[src/rtl/paddle_ctrl_multi.sv]
// paddle_ctrl_multi: NCH independent paddle position controllers.
// Each raw button bit goes through a 2-flop synchronizer and a debouncer. A shared
// free-running tick paces saturating position updates in [0, MAX_POS-PADDLE_H].
// Optional acceleration is compiled in when PADDLE_CTRL_ACCEL_EN is defined;
// without it every move is a single pixel.

module paddle_ctrl_multi #(
    parameter int unsigned NCH        = 2,
    parameter int unsigned COORD_W    = 9,
    parameter int unsigned MAX_POS    = 480,
    parameter int unsigned PADDLE_H   = 64,
    parameter int unsigned INIT_POS   = 208,
    parameter int unsigned TICK_DIV   = 100000,
    parameter int unsigned DEB_CYCLES = 16,
    parameter int unsigned HOLD_TICKS = 8,
    parameter int unsigned FAST_STEP  = 4
) (
    input  logic                   clk,
    input  logic                   reset,
    input  logic                   enable,
    input  logic [NCH-1:0]         pushup,
    input  logic [NCH-1:0]         pushdown,
    output logic [NCH*COORD_W-1:0] coord,
    output logic [NCH-1:0]         at_top,
    output logic [NCH-1:0]         at_bottom
);

    localparam int unsigned LIM      = MAX_POS - PADDLE_H;
    localparam int unsigned NB       = 2 * NCH;
    localparam int unsigned TICK_W   = (TICK_DIV > 1) ? $clog2(TICK_DIV) : 1;
    localparam int unsigned DEB_W    = $clog2(DEB_CYCLES + 1);
    localparam int unsigned TICK_MAX = TICK_DIV - 1;
    localparam int unsigned DEB_MAX  = DEB_CYCLES - 1;

    localparam logic [TICK_W-1:0]  TICK_LAST = TICK_MAX[TICK_W-1:0];
    localparam logic [DEB_W-1:0]   DEB_LAST  = DEB_MAX[DEB_W-1:0];
    localparam logic [COORD_W-1:0] LIM_C     = LIM[COORD_W-1:0];
    localparam logic [COORD_W-1:0] INIT_C    = INIT_POS[COORD_W-1:0];
    localparam logic [COORD_W:0]   LIM_X     = LIM[COORD_W:0];
    localparam logic [COORD_W:0]   ONE_X     = {{COORD_W{1'b0}}, 1'b1};

`ifdef PADDLE_CTRL_ACCEL_EN
    localparam int unsigned        HOLD_W    = $clog2(HOLD_TICKS + 1);
    localparam logic [HOLD_W-1:0]  HOLD_LAST = HOLD_TICKS[HOLD_W-1:0];
    localparam logic [COORD_W:0]   FAST_X    = FAST_STEP[COORD_W:0];
`endif

    logic [TICK_W-1:0] tick_cnt_q;
    logic              tick;

    // Buttons packed as {down, up}: bit i is up of channel i, bit NCH+i is down.
    logic [NB-1:0]    btn_raw;
    logic [NB-1:0]    sync1_q;
    logic [NB-1:0]    sync2_q;
    logic [NB-1:0]    deb_q;
    logic [DEB_W-1:0] deb_cnt_q [NB];

    assign btn_raw = {pushdown, pushup};
    assign tick    = (tick_cnt_q == TICK_LAST);

    // Shared movement tick counter; runs regardless of enable.
    always_ff @(posedge clk) begin
        if (!reset) begin
            tick_cnt_q <= '0;
        end else if (tick) begin
            tick_cnt_q <= '0;
        end else begin
            tick_cnt_q <= tick_cnt_q + TICK_W'(1);
        end
    end

    // Two-flop synchronizer for every raw button bit.
    always_ff @(posedge clk) begin
        if (!reset) begin
            sync1_q <= '0;
            sync2_q <= '0;
        end else begin
            sync1_q <= btn_raw;
            sync2_q <= sync1_q;
        end
    end

    // Debounce: accept a new level after DEB_CYCLES consecutive samples that differ
    // from the current output; any sample equal to the output restarts the count.
    always_ff @(posedge clk) begin
        for (int i = 0; i < NB; i++) begin
            if (!reset) begin
                deb_cnt_q[i] <= '0;
                deb_q[i]     <= 1'b0;
            end else if (sync2_q[i] == deb_q[i]) begin
                deb_cnt_q[i] <= '0;
            end else if (deb_cnt_q[i] == DEB_LAST) begin
                deb_cnt_q[i] <= '0;
                deb_q[i]     <= sync2_q[i];
            end else begin
                deb_cnt_q[i] <= deb_cnt_q[i] + DEB_W'(1);
            end
        end
    end

    for (genvar g = 0; g < NCH; g++) begin : g_ch
        logic [COORD_W-1:0] pos_q;
        logic [COORD_W-1:0] pos_d;
        logic [COORD_W:0]   step;
        logic [COORD_W:0]   sum_up;
        logic               mv_up;
        logic               mv_dn;

        assign mv_up  = deb_q[g] & ~deb_q[NCH+g];
        assign mv_dn  = deb_q[NCH+g] & ~deb_q[g];
        assign sum_up = {1'b0, pos_q} + step;

`ifdef PADDLE_CTRL_ACCEL_EN
        logic [HOLD_W-1:0] hold_q;
        logic [HOLD_W-1:0] hold_d;
        logic              dir_q;
        logic              dir_d;
        logic              same_dir;

        // dir_q is only meaningful while a run is in progress (hold_q != 0).
        assign same_dir = (hold_q != '0) && (dir_q == mv_up);
        assign step     = (same_dir && (hold_q == HOLD_LAST)) ? FAST_X : ONE_X;

        // Hold-run bookkeeping; a reversal starts a fresh run counting this tick.
        always_comb begin
            hold_d = hold_q;
            dir_d  = dir_q;
            if (!enable) begin
                hold_d = '0;
            end else if (tick) begin
                if (mv_up || mv_dn) begin
                    if (!same_dir) begin
                        hold_d = HOLD_W'(1);
                    end else if (hold_q != HOLD_LAST) begin
                        hold_d = hold_q + HOLD_W'(1);
                    end
                    dir_d = mv_up;
                end else begin
                    hold_d = '0;
                end
            end
        end

        // Hold counter and last-direction registers.
        always_ff @(posedge clk) begin
            if (!reset) begin
                hold_q <= '0;
                dir_q  <= 1'b0;
            end else begin
                hold_q <= hold_d;
                dir_q  <= dir_d;
            end
        end
`else
        assign step = ONE_X;
`endif

        // Saturating position update, one step per enabled tick.
        always_comb begin
            pos_d = pos_q;
            if (enable && tick) begin
                if (mv_up) begin
                    pos_d = (sum_up > LIM_X) ? LIM_C : sum_up[COORD_W-1:0];
                end else if (mv_dn) begin
                    pos_d = ({1'b0, pos_q} < step) ? '0 : pos_q - step[COORD_W-1:0];
                end
            end
        end

        // Position register.
        always_ff @(posedge clk) begin
            if (!reset) begin
                pos_q <= INIT_C;
            end else begin
                pos_q <= pos_d;
            end
        end

        assign coord[g*COORD_W +: COORD_W] = pos_q;
        assign at_top[g]                   = (pos_q == LIM_C);
        assign at_bottom[g]                = (pos_q == '0);
    end

endmodule

[config.mk]
export PLATFORM = sky130hd
export DESIGN_NAME = paddle_ctrl_multi
export DESIGN_NICKNAME = d
export VERILOG_FILES = /design/src/rtl/paddle_ctrl_multi.sv
export SDC_FILE = /design/constraint.sdc
export NUM_CORES = 1
export LEC_CHECK = 0
export ABC_CLOCK_PERIOD_IN_PS = 3050
export BUFFER_PORTS_ARGS = -buffer_cell sky130_fd_sc_hd__buf_4
export CAP_MARGIN = 40
export CORE_AREA = 2 2 98 100
export DETAILED_ROUTE_END_ITERATION = 8
export DIE_AREA = 0 0 100 102
export GPL_TIMING_DRIVEN = 1
export SKIP_LAST_GASP = 1
export SLEW_MARGIN = 10
export SYNTH_ARGS = -nofsm -noshare
export SYNTH_HDL_FRONTEND = slang
export SYNTH_SLANG_ARGS = --single-unit
export TNS_END_PERCENT = 100
[constraint.sdc]
create_clock -name clk -period 3.05 [get_ports clk]
set_input_delay 0.1525 -clock clk [delete_from_list [all_inputs] [get_ports clk]]
set_output_delay 0.1525 -clock clk [all_outputs]
set_load 0.05 [all_outputs]
==> results of run 1 <==
synth_stat cells, drive strengths merged (3+ instances only):
cell	n	area share [%]
a211oi	3	0.56
a21oi	14	1.8
a2bb2oi	3	0.66
a31oi	9	1.4
and2	12	1.9
and3	12	1.9
buf	6	0.84
clkbuf	22	2.1
dfxtp	47	24
edfxtp	20	15
ha	19	5.9
inv	20	1.9
mux2i	5	1.3
nand2	34	3.2
nand2b	5	0.78
nand3	22	2.8
nand4	16	2.5
nand4b	4	0.88
nor2	63	5.9
nor2b	5	0.78
nor3	16	2.0
nor4	10	1.7
o211ai	4	0.75
o21ai	22	2.8
o31ai	3	0.56
or3	10	1.6
or4	3	0.66
xnor2	12	2.6
xor2	18	3.9
power groups by stage:
stage          logic [mW]  registers (mW)  clock network, mW
6_report           0.0634           0.953              0.886
5_1_grt            0.0731           0.957              0.936
4_1_cts            0.0638           0.953              0.902
3_5_place_dp       0.0634           0.974                  0
3_3_place_gp       0.0623           0.973                  0
2_1_floorplan      0.0468           0.971                  0
cells by family after synthesis:
group	after synthesis
AND/OR/NAND/NOR	223
XOR/XNOR	30
adder cells (fa/ha/maj)	19
flip-flops	67
other	1
multiplexers	5
buffers and inverters	48
AO/OA/AOI/OAI	84
metrics by stage:
stage | total power [mW] | instances | setup slack (ps) | hold WS (ps)
after CTS | 1.92 | 631 | 368 | 14.8
after global placement | 1.04 | 615 | 440 | 366
final | 1.90 | 631 | 362 | 26.1
after floorplan | 1.02 | 496 | 522 | 280
after global routing | 1.97 | 631 | 264 | 17.3
after detailed placement | 1.04 | 615 | 402 | 369
flip-flops by register name (all words and copies together) (netlist names):
signal / cells
deb_cnt_q: 20
deb_q: 4
g_ch.pos_q: 18
sync1_q: 4
sync2_q: 4
tick_cnt_q: 17
worst max-delay path: stages (launching register included):
cell and delay, ps:
dfxtp_1 340, or4_1 540, or4_4 590, or3_1 550, a31o_2 310, a32o_1 250
cell type report:
cell class / count / area [um2]
clock inverter: 5 / 103
fill: 882 / 4500
clock buffer: 11 / 131
multi-input combinational: 381 / 2350
sequential: 67 / 1540
inverter: 20 / 75.1
tap: 111 / 139
timing repair buffer: 36 / 270
routing by layer:
layer  up-vias  global-route usage, %  routed length (um)
met5         -                      0                   0
met4         0                   5.58                  83
met3         9                   3.69                 403
met2        99                   28.4                4110
met1      1639                   24.9                4350
li1       1782                      -                   -
worst min-delay path by stage:
stage                            end  slack (ps)  cells past startpoint
3_5_place_dp   sync1_q[0]$_SDFF_PN0_         370                      2
6_report       sync1_q[0]$_SDFF_PN0_          30                      2
2_1_floorplan  sync1_q[0]$_SDFF_PN0_         280                      1
3_3_place_gp   sync1_q[3]$_SDFF_PN0_         370                      2
4_1_cts        sync1_q[0]$_SDFF_PN0_          10                      2
5_1_grt        sync1_q[0]$_SDFF_PN0_          20                      2
==> impl_metrics.toml, run 1 <==
[run_status]
outcome = "finished, final reports clean"

[drt]
drt_first_pass_iters = 4
wl_per_cell_um = 14.2
ant_nets = 0
routed_wirelength_um = 8940
vias = 3529
initialDrtViolationCount = 152
avgViaCountPerCell = 5.59
drc_errors = 0

[floorplanning]
die_area_um2 = 10200
core_um2 = 9110
die_w_um = 100
start_util_pct = 43.9
num_rows = 35
die_h_um = 102
design.portCount = 29

[power]
leakage_nw = 1.76
p_int_mw = 1.51
ir_drop_mv = 0.233
p_sw_uw = 397
power.share.clock_pct = 46.6
p_per_area_nw_per_um2 = 413
switching_share_pct = 20.8
p_seq_share_pct = 50.1
power_frac_comb_pct = 3.3

[cells_and_area]
final_cell_mix = "63 x nor2_1, 47 x dfxtp_1, 36 x buf_4"
nets = 541
syn2layout_area_growth_pct = 15.1
layout_commonest_cell = "nor2_1"
drive_above_1_share_pct = 10.6
fin_area_um2 = 4610
antenna_cells = 0
post-route-util_pct = 50.6

[setup_path]
rrSetupSlack_ps = 360
worstPathArrival_ps = 2920
startpoint_type = "flop"
reg2reg_from = "tick_cnt_q[13]$_SDFF_PP0_"
endpoint = "g_ch[1].pos_q[3]$_SDFFE_PN0P_"
crit_required_ps = 3280
timing.rr.end = "g_ch[1].pos_q[3]$_SDFFE_PN0P_"
crit_type = "reg2reg"
endpoint_kind = "flop"
crit_fanout = 14
rr_worst_depth = 5
cp-startpoint = "tick_cnt_q[13]$_SDFF_PP0_"

[timing]
period_share_pct = 88.1
fin_crit_ps = 2690
max_freq_mhz = 372
grt_setup_unrepaired = "false"
slew_viol_final = 0
worst_pin_slew_ps = 794
clock_skew_ps = 8.79
tns_ps = 0
slew_headroom_pct = 46.4
hold_viol = 0
finalSetupViolCount = 0

[placement]
gp_congestion = 0.855
portBuffers = 28
postPlaceCellArea_um2 = 4370
hpwl_um = 6240

[logic_synthesis]
synth_xor_area_share_pct = 6.56
synth_edf_count = 20
synthArstFlopShare_pct = 0
yosys_warnings = 0
syn_inst = 477
synth_top_family_by_area = "simple AND/OR/NAND/NOR gates"
synth_mux_area_share_pct = 1.25
synth_fa_ha_area_share_pct = 5.94
synth_compound_area_share_pct = 14.1
ys_types = 62
synth.avg_cell_area_um2 = 8.39
post_synth_and_or_nand_nor_area_fraction_pct = 28.8
syn_area_um2 = 4000
synth-seq-area-share_pct = 38.5
ys.flop_type = "dfxtp_1"
ys_ff_latch = 67

[cts]
cts_tree = "done"
cts_hold_buf = 0
cts_resized = 0
numCtsBuffers = 9
cts.htree.levels = 3
clock_path_buffers = 2
cts_setup_buffers = 0
cts-root-buf = "clkbuf_8"
path_clk_slew_ps = 70
insertion_delay_ps = 340
cts.sinks = 67

[global_routing]
grt_max_degree = 22
gr-total-overflow = 0
grt_pass1_vias = 3177
antenna_found_initial = 0
grt.total_usage_pct = 17.9
grt_first_pass_wirelength_um = 14900

[job]
maxCapViolations = 0

[worst_hold_path]
hp-start = "pushup[0]"
hold_class = "in2reg"
No activity file was read; power rests on OpenSTA's default activity.
==> run 2: changes to the inputs <==
--- a/constraint.sdc
+++ b/constraint.sdc
@@ -3,2 +3,2 @@
 set_output_delay 0.1525 -clock clk [all_outputs]
-set_load 0.05 [all_outputs]
+set_load 0.1 [all_outputs]
==> impl_metrics.toml, run 2 (synthesis gave the netlist of run 1 again) <==
[timing]
worst_pin_slew_ps = 797
slew_viol_final = 0
clock_skew_ps = 9.03
finalSetupViolCount = 0
period_share_pct = 87.4
slew_headroom_pct = 46.2
setup_ws_ps = 385
grt_setup_unrepaired = "false"
max_freq_mhz = 375
hold_ws_ps = 20.8
hold_viol = 0
fin_crit_ps = 2660
tns_ps = 0

[drt]
drt_first_pass_iters = 4
vias = 3468
initialDrtViolationCount = 130
drc_errors = 0
ant_nets = 0
wl_per_cell_um = 13.9
routed_wirelength_um = 8790
avgViaCountPerCell = 5.49

[setup_path]
max_stage_delay_ps = 580
endpoint_kind = "flop"
crit_type = "reg2reg"
cp-startpoint = "tick_cnt_q[13]$_SDFF_PP0_"
crit_fanout = 14
reg2reg_from = "tick_cnt_q[13]$_SDFF_PP0_"
worstPathArrival_ps = 2910
crit_buf_inv = 0
crit_required_ps = 3290
crit_path_cell_trace = "or4_1 -> or4_4 -> or3_1 -> a31o_2 -> a32o_1"
startpoint_type = "flop"
crit_family = "simple AND/OR/NAND/NOR gates"
crit_slowest_cell = "or4_4"

[global_routing]
grt_first_pass_wirelength_um = 14700
antenna_found_initial = 0
grt.total_usage_pct = 17.7
grt_pass1_vias = 3072
grt_max_degree = 22
gr-total-overflow = 0

[power]
total_power_mw = 1.75
leakage_nw = 1.74
ir_drop_mv = 0.234
p_per_area_nw_per_um2 = 382

[worst_hold_path]
hp-start = "pushdown[1]"
hold_class = "in2reg"

[cells_and_area]
largest_reg_flops = 20
num-fill-cells = 899
fin_area_um2 = 4580
drive_above_1_share_pct = 11.3
max_flop_register = "deb_cnt_q"
antenna_cells = 0
final_cell_mix = "63 x nor2_1, 47 x dfxtp_1, 37 x buf_4"
final_cells = 632
syn2layout_area_growth_pct = 14.3
nets = 542
layout_commonest_cell = "nor2_1"
post-route-util_pct = 50.2
largestRegisters = "deb_cnt_q (20), g_ch.pos_q (18), tick_cnt_q (17)"

[cts]
cts_setup_buffers = 0
cts-root-buf = "clkbuf_8"
cts_tree = "done"
clock_path_buffers = 2
cts_resized = 0
cts.htree.levels = 3
insertion_delay_ps = 340
path_clk_slew_ps = 80
cts.sinks = 67
numCtsBuffers = 9
cts_hold_buf = 0

[placement]
portBuffers = 28
hpwl_um = 6260
pre_cts_slack_ps = 407
postPlaceCellArea_um2 = 4390
gp_congestion = 0.843
dp_cells = 616

[run_status]
outcome = "finished, final reports clean"

[floorplanning]
core_um2 = 9110
die_w_um = 100
start_util_pct = 43.9
design.portCount = 29
die_h_um = 102
num_rows = 35
die_area_um2 = 10200

[job]
maxCapViolations = 0
==> run 2: area by class of cell <==
type	count	area (um2)	area share (%)
clock buffer	9	124	2.71
clock inverter	7	67.6	1.48
inverter	20	75.1	1.64
multi-input combinational	381	2350	51.4
sequential	67	1540	33.7
tap	111	139	3.03
timing repair buffer	37	278	6.07
==> run 2: worst paths after layout <==
kind | endpoint | slack [ps] | cells past startpoint
max reg2reg | g_ch[1].pos_q[3]$_SDFFE_PN0P_ | 390 | 5
max | g_ch[1].pos_q[3]$_SDFFE_PN0P_ | 390 | 5
min | sync1_q[3]$_SDFF_PN0_ | 20 | 2
min reg2reg | sync2_q[2]$_SDFF_PN0_ | 430 | 1
==> run 2: power breakdown <==
group	switching (mW)	internal [mW]	leakage, nW
registers	0.0165	0.937	0.587
clock network	0.354	0.374	0.0931
logic	0.0423	0.0254	1.06
==> run 2: worst register-to-register path, delay by kind of cell, from the launching register on <==
kind	cells	cell delay, ps
and+or+nand+nor	3	1670
AOI/OAI and AO/OA	2	540
DFF	1	340
==> run 2: routing by layer <==
| layer | up-vias | GRT usage (%) | part of all wire, % |
|---|---|---|---|
| li1 | 1782 | - | - |
| met1 | 1614 | 24.9 | 49 |
| met2 | 63 | 27.8 | 46 |
| met3 | 9 | 3.15 | 3.5 |
| met4 | 0 | 6.01 | 1.2 |
| met5 | - | 0 | 0 |
==> run 3: changes to the inputs <==
Settings changed: ABC_CLOCK_PERIOD_IN_PS 3050 to 2840, SETUP_SLACK_MARGIN set to 0.4.
Clock period 3.05 ns to 2.84 ns, I/O delays scaled along.
==> impl_metrics.toml, run 3 (synthesis gave the netlist of run 1 again) <==
[cells_and_area]
syn2layout_area_growth_pct = 16.4
layout_commonest_cell = "nor2_1"
max_flop_register = "deb_cnt_q"
largest_reg_flops = 20
post-route-util_pct = 51.2
final_cells = 632
nets = 542
final_cell_mix = "62 x nor2_1, 36 x buf_4, 34 x nand2_1"
drive_above_1_share_pct = 15.9
antenna_cells = 0
largestRegisters = "deb_cnt_q (20), g_ch.pos_q (18), tick_cnt_q (17)"
num-fill-cells = 897

[setup_path]
startpoint_type = "flop"
crit_required_ps = 3110
crit_type = "reg2reg"
worstPathArrival_ps = 2670
crit_fanout = 7
endpoint_kind = "flop"

[timing]
period_share_pct = 84.4
fin_crit_ps = 2400
worst_pin_slew_ps = 790
clock_skew_ps = 12.0
hold_ws_ps = 14.7
slew_headroom_pct = 46.6
finalSetupViolCount = 0
slew_viol_final = 0
max_freq_mhz = 417
hold_viol = 0
grt_setup_unrepaired = "true"
tns_ps = 0

[cts]
clock_path_buffers = 2
insertion_delay_ps = 340
path_clk_slew_ps = 70
cts_tree = "done"
cts.htree.levels = 3
numCtsBuffers = 9
cts_hold_buf = 0
cts.sinks = 67
cts-root-buf = "clkbuf_8"

[power]
power.share.clock_pct = 41.7
p_int_mw = 1.44
ir_drop_mv = 0.234
leakage_nw = 1.79
p_seq_share_pct = 54.4
power_frac_comb_pct = 3.9
p_per_area_nw_per_um2 = 403
p_sw_uw = 440
switching_share_pct = 23.4
total_power_mw = 1.88

[drt]
initialDrtViolationCount = 164
drc_errors = 0
routed_wirelength_um = 8740
ant_nets = 0
vias = 3469
wl_per_cell_um = 13.8
avgViaCountPerCell = 5.49
drt_first_pass_iters = 5

[floorplanning]
design.portCount = 29
num_rows = 35
die_area_um2 = 10200
core_um2 = 9110
die_w_um = 100
start_util_pct = 43.9
die_h_um = 102

[job]
maxCapViolations = 0

[global_routing]
gr-total-overflow = 0
grt_pass1_vias = 3066
grt_max_degree = 22
grt.total_usage_pct = 17.8
antenna_found_initial = 0
grt_first_pass_wirelength_um = 14700

[run_status]
outcome = "finished, final reports clean"

[worst_hold_path]
hold_class = "in2reg"

[placement]
portBuffers = 28
hpwl_um = 6140
gp_congestion = 0.841
dp_cells = 611
==> run 3: cell count changes in the layout (fill, tap and decap cells not counted), moves of 2 or more <==
cell | before | now
dfxtp_4 | 0 | 2
dfxtp_1 | 47 | 31
nor3_1 | 15 | 13
dfxtp_2 | 0 | 14
==> run 3: per-stage QoR <==
stage               setup WS, ps  instance area, um2
floorplan                    191                4140
global placement             227                4400
detailed placement           170                4400
CTS                          410                4610
global route                 355                4660
finish                       443                4660
==> run 3: layer usage <==
metal  routed length [um]  global-route usage (%)
met5                    0                       0
met1                 4300                    25.3
met4                   97                    6.01
met2                 3980                    27.4
met3                  365                    3.28
==> run 3: worst paths after layout <==
path,depth (start not counted),to,slack (ps),start
worst max register to register,6,g_ch[1].pos_q[4]$_SDFFE_PN1P_,440,tick_cnt_q[13]$_SDFF_PP0_
worst max-delay path,6,g_ch[1].pos_q[4]$_SDFFE_PN1P_,440,tick_cnt_q[13]$_SDFF_PP0_
worst min register to register,1,sync2_q[0]$_SDFF_PN0_,430,sync1_q[0]$_SDFF_PN0_
worst min-delay path,2,sync1_q[2]$_SDFF_PN0_,10,pushdown[0]
==> run 3: power by group through the flow <==
stage,Sequential [mW],Combinational (mW),Clock [mW]
3_5_place_dp,1.04,0.0725,0
5_1_grt,1.03,0.0847,0.834
4_1_cts,1.02,0.0730,0.800
6_report,1.02,0.0728,0.784
2_1_floorplan,1.05,0.0503,0
3_3_place_gp,1.04,0.0717,0
==> run 3: critical path, stage by stage (launching register included) <==
cell and delay [ps]:
dfxtp_2 320, or4_4 520, or4_4 540, or3_4 410, buf_6 160, o31a_1 270, o21ai_1 110
==> run 3: cell type report <==
type                            count  area, um2  share of cell area (%)
Tap cell                          111        139                    2.98
Clock inverter                      6       63.8                    1.37
Timing Repair Buffer               37        282                    6.04
Inverter                           20       75.1                    1.61
Multi-Input combinational cell    381       2410                    51.7
Sequential cell                    67       1570                    33.6
Clock buffer                       10        128                    2.74
==> run 3: repair_timing <==
item                                    4_1_cts  5_1_grt
gates resized for setup                       2       11
endpoints found under the setup margin        7        9
hold endpoints to repair                      0        0
buffers inserted                              2        3
pin swaps                                     2        2
